===== src/rtl/regfile_scoreboard_if.sv =====
// regfile_scoreboard_if: decoder/writeback/memory-response bus of the scoreboarded register file
interface regfile_scoreboard_if #(
   parameter int DATA_W   = 16,
   parameter int NUM_REGS = 8,
   parameter int ADDR_W   = 3
);
   logic [ADDR_W-1:0]   rd_addr_a;
   logic [ADDR_W-1:0]   rd_addr_b;
   logic [DATA_W-1:0]   rd_data_a;
   logic [DATA_W-1:0]   rd_data_b;
   logic                wr_en;
   logic [ADDR_W-1:0]   wr_addr;
   logic [DATA_W-1:0]   wr_data;
   logic                ld_issue;
   logic [ADDR_W-1:0]   ld_dst;
   logic                ld_resp_valid;
   logic [ADDR_W-1:0]   ld_resp_addr;
   logic [DATA_W-1:0]   ld_resp_data;
   logic                stall;
   logic [NUM_REGS-1:0] busy_vec;
   logic [ADDR_W:0]     pending_cnt;
   logic                resp_err;
   modport master (
      output rd_addr_a, rd_addr_b, wr_en, wr_addr, wr_data, ld_issue, ld_dst,
             ld_resp_valid, ld_resp_addr, ld_resp_data,
      input  rd_data_a, rd_data_b, stall, busy_vec, pending_cnt, resp_err
   );
   modport slave (
      input  rd_addr_a, rd_addr_b, wr_en, wr_addr, wr_data, ld_issue, ld_dst,
             ld_resp_valid, ld_resp_addr, ld_resp_data,
      output rd_data_a, rd_data_b, stall, busy_vec, pending_cnt, resp_err
   );
endinterface


===== src/rtl/regfile_scoreboard.sv =====
// regfile_scoreboard: register file with load scoreboard, same-cycle bypass and pipeline stall
module regfile_scoreboard #(
   parameter int DATA_W   = 16,
   parameter int NUM_REGS = 8,
   parameter int ADDR_W   = 3,
   parameter bit ZERO_REG = 1'b0
) (
   input logic                 clk,
   input logic                 rst,
   regfile_scoreboard_if.slave bus
);
   logic [DATA_W-1:0]   regs [NUM_REGS];
   logic [NUM_REGS-1:0] busy;
   logic [NUM_REGS-1:0] busy_nxt;
   logic                err;
   logic [ADDR_W:0]     cnt;
   logic                z_a, z_b, z_wr, z_ld, z_rsp;
   logic                resp_hit, resp_bad;
   logic                hz_a, hz_b, hz_w, stall;
   logic                wr_ok, iss_ok;

   // Register 0 is hard-wired only when ZERO_REG is set; these flag accesses to it.
   assign z_a   = ZERO_REG && bus.rd_addr_a == '0;
   assign z_b   = ZERO_REG && bus.rd_addr_b == '0;
   assign z_wr  = ZERO_REG && bus.wr_addr == '0;
   assign z_ld  = ZERO_REG && bus.ld_dst == '0;
   assign z_rsp = ZERO_REG && bus.ld_resp_addr == '0;

   // A response only lands on a register that is waiting for it; reg 0 is never
   // marked busy when hard-wired, so it can never be hit.
   assign resp_hit = bus.ld_resp_valid && busy[bus.ld_resp_addr];
   assign resp_bad = bus.ld_resp_valid && !busy[bus.ld_resp_addr] && !z_rsp;

   // A returning response resolves the hazard it would otherwise raise this cycle.
   assign hz_a  = busy[bus.rd_addr_a] && !(bus.ld_resp_valid && bus.ld_resp_addr == bus.rd_addr_a);
   assign hz_b  = busy[bus.rd_addr_b] && !(bus.ld_resp_valid && bus.ld_resp_addr == bus.rd_addr_b);
   assign hz_w  = (bus.wr_en && busy[bus.wr_addr]) ||
                  (bus.ld_issue && busy[bus.ld_dst] && !(bus.ld_resp_valid && bus.ld_resp_addr == bus.ld_dst));
   assign stall = hz_a | hz_b | hz_w;

   assign wr_ok  = bus.wr_en && !stall && !z_wr;
   assign iss_ok = bus.ld_issue && !stall && !z_ld;

   // Bypass order: load response, then ALU write, then the array.
   assign bus.rd_data_a = z_a ? '0 :
                          (resp_hit && bus.ld_resp_addr == bus.rd_addr_a) ? bus.ld_resp_data :
                          (wr_ok && bus.wr_addr == bus.rd_addr_a) ? bus.wr_data : regs[bus.rd_addr_a];
   assign bus.rd_data_b = z_b ? '0 :
                          (resp_hit && bus.ld_resp_addr == bus.rd_addr_b) ? bus.ld_resp_data :
                          (wr_ok && bus.wr_addr == bus.rd_addr_b) ? bus.wr_data : regs[bus.rd_addr_b];

   assign bus.stall       = stall;
   assign bus.busy_vec    = busy;
   assign bus.pending_cnt = cnt;
   assign bus.resp_err    = err;

   // Response clears first so that a same-cycle issue to that register keeps it busy.
   always_comb begin
      busy_nxt = busy;
      if (resp_hit) busy_nxt[bus.ld_resp_addr] = 1'b0;
      if (iss_ok) busy_nxt[bus.ld_dst] = 1'b1;
   end

   // Pending count tracks the live scoreboard bits.
   always_comb begin
      cnt = '0;
      for (int i = 0; i < NUM_REGS; i++) cnt = cnt + (ADDR_W+1)'(busy[i]);
   end

   // Scoreboard and sticky error; the error never clears outside reset.
   always_ff @(posedge clk or negedge rst)
      if (!rst) begin
         busy <= '0;
         err  <= 1'b0;
      end else begin
         busy <= busy_nxt;
         err  <= err | resp_bad;
      end

   // Register array; a legal ALU write and response never share a target, the response is last anyway.
   always_ff @(posedge clk or negedge rst)
      if (!rst) begin
         for (int i = 0; i < NUM_REGS; i++) regs[i] <= '0;
      end else begin
         if (wr_ok) regs[bus.wr_addr] <= bus.wr_data;
         if (resp_hit) regs[bus.ld_resp_addr] <= bus.ld_resp_data;
      end
endmodule


===== src/flat_wrapper.sv =====
// flat-port wrapper written by rule: the top's interface ports become plain ports
module regfile_scoreboard_flat 
#(
   parameter int DATA_W   = 16,
   parameter int NUM_REGS = 8,
   parameter int ADDR_W   = 3,
   parameter bit ZERO_REG = 1'b0
)
  (clk, rst, bus_rd_addr_a, bus_rd_addr_b, bus_wr_en, bus_wr_addr, bus_wr_data, bus_ld_issue, bus_ld_dst, bus_ld_resp_valid, bus_ld_resp_addr, bus_ld_resp_data, bus_rd_data_a, bus_rd_data_b, bus_stall, bus_busy_vec, bus_pending_cnt, bus_resp_err);
  regfile_scoreboard_if #(.DATA_W(DATA_W), .NUM_REGS(NUM_REGS), .ADDR_W(ADDR_W)) bus_i ();
  input logic clk;
  input logic rst;
  input wire logic [$bits(bus_i.rd_addr_a)-1:0] bus_rd_addr_a;
  input wire logic [$bits(bus_i.rd_addr_b)-1:0] bus_rd_addr_b;
  input wire logic [$bits(bus_i.wr_en)-1:0] bus_wr_en;
  input wire logic [$bits(bus_i.wr_addr)-1:0] bus_wr_addr;
  input wire logic [$bits(bus_i.wr_data)-1:0] bus_wr_data;
  input wire logic [$bits(bus_i.ld_issue)-1:0] bus_ld_issue;
  input wire logic [$bits(bus_i.ld_dst)-1:0] bus_ld_dst;
  input wire logic [$bits(bus_i.ld_resp_valid)-1:0] bus_ld_resp_valid;
  input wire logic [$bits(bus_i.ld_resp_addr)-1:0] bus_ld_resp_addr;
  input wire logic [$bits(bus_i.ld_resp_data)-1:0] bus_ld_resp_data;
  output wire logic [$bits(bus_i.rd_data_a)-1:0] bus_rd_data_a;
  output wire logic [$bits(bus_i.rd_data_b)-1:0] bus_rd_data_b;
  output wire logic [$bits(bus_i.stall)-1:0] bus_stall;
  output wire logic [$bits(bus_i.busy_vec)-1:0] bus_busy_vec;
  output wire logic [$bits(bus_i.pending_cnt)-1:0] bus_pending_cnt;
  output wire logic [$bits(bus_i.resp_err)-1:0] bus_resp_err;
  assign bus_i.rd_addr_a = bus_rd_addr_a;
  assign bus_i.rd_addr_b = bus_rd_addr_b;
  assign bus_i.wr_en = bus_wr_en;
  assign bus_i.wr_addr = bus_wr_addr;
  assign bus_i.wr_data = bus_wr_data;
  assign bus_i.ld_issue = bus_ld_issue;
  assign bus_i.ld_dst = bus_ld_dst;
  assign bus_i.ld_resp_valid = bus_ld_resp_valid;
  assign bus_i.ld_resp_addr = bus_ld_resp_addr;
  assign bus_i.ld_resp_data = bus_ld_resp_data;
  assign bus_rd_data_a = bus_i.rd_data_a;
  assign bus_rd_data_b = bus_i.rd_data_b;
  assign bus_stall = bus_i.stall;
  assign bus_busy_vec = bus_i.busy_vec;
  assign bus_pending_cnt = bus_i.pending_cnt;
  assign bus_resp_err = bus_i.resp_err;
  regfile_scoreboard #(.DATA_W(DATA_W), .NUM_REGS(NUM_REGS), .ADDR_W(ADDR_W), .ZERO_REG(ZERO_REG)) u_core (.clk(clk), .rst(rst), .bus(bus_i));
endmodule

===== config.mk =====
export PLATFORM = sky130hd
export DESIGN_NAME = regfile_scoreboard_flat
export DESIGN_NICKNAME = d
export VERILOG_FILES = /design/src/rtl/regfile_scoreboard_if.sv /design/src/rtl/regfile_scoreboard.sv /design/src/flat_wrapper.sv
export SDC_FILE = /design/constraint.sdc
export NUM_CORES = 1
export LEC_CHECK = 0
export CORE_MARGIN = 3
export CORE_UTILIZATION = 40
export DETAILED_ROUTE_END_ITERATION = 10
export PLACE_DENSITY_LB_ADDON = 0.05
export RECOVER_POWER = 100
export SLEW_MARGIN = 10
export SYNTH_ARGS = -nofsm -noshare
export SYNTH_HDL_FRONTEND = slang
export SYNTH_SLANG_ARGS = --single-unit

===== constraint.sdc =====
create_clock -name clk -period 7.73 [get_ports clk]
set_input_delay 0.773 -clock clk [delete_from_list [all_inputs] [get_ports clk]]
set_output_delay 0.773 -clock clk [all_outputs]
set_load 0.02 [all_outputs]

==> results_dict.tcl <==
set metrics [dict create \
    grt_usage 0.239 \
    drive_gt1_frac 0.165 \
    grt_overflow 0 \
    p_sw_frac 0.362 \
    critPathSlowestCell "a31oi_2" \
    dieArea_sq_um 26600 \
    path_cells "dlygate4sd3_1 -> clkbuf_1 -> xnor2_1 -> nand4_1 -> a31oi_2 -> o21ai_0 -> dlygate4sd3_1" \
    regArea_sq_um 3430 \
    relSlewSlack -2.61 \
    hold_viol_final 0 \
    cts_tree "done" \
    maxCapViolCount 10 \
    combPwrFrac 0.461 \
    pwr-share-clk 0.213 \
    ant_nets 0 \
    wire_per_inst_um 23.9 \
    syn_area_per_cell_sq_um 10.5 \
    ctsHoldBuffers 0 \
    min_period_over_period 0.815 \
    grt_pass1_vias 7559 \
    drc 0 \
    power_density_nw_per_um2 376 \
    rsz0062_at_grt "no" \
    fin_nets 1027 \
    ir_drop_v 0.000496 \
    crit_type "input pin to output port" \
    drtIter0Drc 624 \
    io_buffer_count 97 \
    fin_crit_ns 6.30 \
    multi_input_area_sq_um 5790 \
    clk_path_buf_depth 2 \
    grt_max_degree 94 \
    synth_edf_count 0 \
    seqPwrFrac 0.326 \
    diodes 0 \
    setup_tns_ns 0 \
    vias 7486 \
    hp-class "flop to flop" \
    dpl.hpwl_mm 18.5 \
    die_h_um 163 \
    synth-async-reset-ratio 1.00 \
    tightest_slew_ns 5.42 \
    syn_nets 1004 \
    row_count 56 \
    clk_latency_ns 0.42 \
    fill_cells 2267 \
    synth_area_sq_um 9890 \
    ys_types 47 \
    arrival_ns 5.53 \
    synth_cells 945 \
    via_per_inst 5.76 \
    fmax_mhz 159 \
    area_growth_pct 14.9 \
    htree_levels 4 \
    drt_wl_total_mm 31.1 \
    cpLargestDelayFamily "buffers and inverters" \
    crit_buf_inv 3 \
    critPathRequiredTime_ns 6.96 \
    io_pins 98 \
    clock_sinks 137 \
    chipWidth_um 163 \
    slew_viol_final 263 \
    cts_setup_buffers 0 \
    critPathMaxFanout 32 \
    start_util 0.414 \
    drt_first_pass_iters 4 \
    synth_flop_cell "dfrtp_1" \
    cp-start-kind "input pin" \
    skew_ns 0.00773 \
    antenna_found_initial 0 \
    slowest_delay_ns 1.34 \
    fin_ws_ns 1.43 \
    fp.coreArea_sq_um 23900 \
    leakage_nw 5.44 \
    status "finished with violations" \
    violations "max-capacitance violations, max-slew violations" \
    post-place-ws_ns 2.12 \
    yosysWarnings 0 \
    place_congestion 0.765 \
    post_cts_resized 0 \
    netSwitchingPower_mw 1.55 \
    grt_pass1_wl_mm 47.6 \
    cts-root-buf "clkbuf_16" \
    internal_power_mw 2.72 \
    setup_violations 0 \
    ys_ff_latch 137 \
    endpoint_kind "output port" \
    cts_buffers 17 \
    ys_seq_area_frac 0.347 \
    clk_pin_slew_ns 0.06 \
    cpMostUsedCell "dlygate4sd3_1" \
]
## area by class of cell
type                            count  area share
Inverter                           14     0.00462
Clock buffer                       17      0.0374
Clock inverter                     15      0.0199
Timing Repair Buffer              112      0.0920
Tap cell                          319      0.0351
Multi-Input combinational cell    686       0.509
Sequential cell                   137       0.302
## path summary, 6_finish.rpt
path	slack, ns	depth (start not counted)	startpoint	to
worst max-delay path	1.43	7	bus_rd_addr_a[2]	bus_rd_data_a[14]
worst min-delay path	0.48	1	u_core.bus.resp_err	u_core.bus.resp_err
worst max register to register	3.73	5	u_core.bus.busy_vec[4]	u_core.regs[43]
worst min register to register	0.48	1	u_core.bus.resp_err	u_core.bus.resp_err
max in group asynchronous	2.07	2	rst	u_core.regs[55]
min in group asynchronous	2.32	1	rst	u_core.regs[35]
## sequential cells by signal, indices dropped and copies added (netlist names)
| signal | count |
|---|---|
| u_core.regs | 128 |
| u_core.bus.resp_err | 1 |
| u_core.bus.busy_vec | 8 |
## worst reg2reg max path, delay by kind of cell, from the launching register on
kind,cells,cell delay [ns]
AOI/OAI and AO/OA,2,0.80
and+or+nand+nor,1,1.52
muxes,2,1.04
DFF,1,0.49
## power groups by stage
stage,sequential (mW),clock [mW],combinational [mW]
after detailed placement,1.40,0,2.09
after CTS,1.39,0.927,2.09
after floorplan,1.31,0,1.47
final,1.39,0.912,1.97
after global routing,1.45,0.957,2.18
after global placement,1.39,0,2.07
## cell usage in the layout, fill, tap and decap left out, types with 2 or more instances in the layout
master,synthesis,final
dfrtp_1,137,137
fa_1,4,4
dlygate4sd3_1,0,45
a21oi_1,130,130
inv_1,14,14
mux2_2,21,21
nor2b_1,5,5
nor3_2,2,2
nand3_1,19,19
clkinv_2,0,2
o221a_2,16,16
xor2_1,6,6
a22oi_1,2,2
and4_1,2,2
buf_2,11,5
clkbuf_1,60,2
a32o_1,4,4
nor3_1,2,2
mux2i_1,163,163
xnor2_1,10,10
mux4_2,68,68
clkinv_4,0,5
buf_4,1,13
nand4_1,7,15
nor4b_1,4,4
nand2b_1,6,6
ha_1,3,3
nor2_1,132,132
o21ai_0,22,22
and3b_1,2,2
nand2_1,30,30
clkinvlp_4,0,3
nor4_1,2,2
clkbuf_16,0,17
clkdlybuf4s50_1,0,46
o2111ai_1,2,2
bufinv_16,0,5
## cells in the mapped netlist (3+ instances only)
library cell / number / area share
buf_6: 11 / 0.013
dfrtp_1: 137 / 0.35
a21oi_1: 130 / 0.066
nand4_4: 9 / 0.019
nand4_1: 7 / 0.0044
nand2b_1: 6 / 0.0038
a32o_1: 4 / 0.0040
nor2b_1: 5 / 0.0032
mux4_2: 68 / 0.15
clkbuf_1: 60 / 0.023
fa_1: 4 / 0.0081
nor2_1: 132 / 0.050
nor4b_1: 4 / 0.0035
mux2_2: 21 / 0.024
ha_1: 3 / 0.0038
xnor2_1: 10 / 0.0089
o221a_2: 16 / 0.018
nand3_1: 19 / 0.0096
mux2i_1: 163 / 0.17
inv_1: 14 / 0.0053
buf_2: 11 / 0.0056
buf_1: 24 / 0.0091
nand2_1: 30 / 0.011
o21ai_0: 22 / 0.011
xor2_1: 6 / 0.0053
## cell families after synthesis
group,count (synthesis),synth area share
flops,137,0.347
xor+xnor,16,0.0142
mux,253,0.345
fa+ha+maj,7,0.0119
compound gates,182,0.107
simple gates,228,0.118
buf+inv,122,0.0566
## layer usage
layer / track usage / vias to the layer above / wire length, um
met2: 0.372 / 210 / 14500
met3: 0.0391 / 25 / 1590
met5: 0 / - / 0
met1: 0.353 / 3734 / 14600
met4: 0.0531 / 0 / 376
li1: - / 3517 / -
## per-stage QoR
stage | util | std cells | instance area, sq um | total power, mW | hold slack [ns]
floorplan | - | 945 | 9890 | 2.78 | 0.477
global placement | 0.455 | 1268 | 10900 | 3.46 | 0.472
detailed placement | 0.455 | 1268 | 10900 | 3.49 | 0.457
CTS | 0.482 | 1300 | 11500 | 4.41 | 0.487
global route | 0.476 | 1300 | 11400 | 4.58 | 0.490
finish | 0.476 | 1300 | 11400 | 4.27 | 0.481
Power figures use the tool's default switching activity.
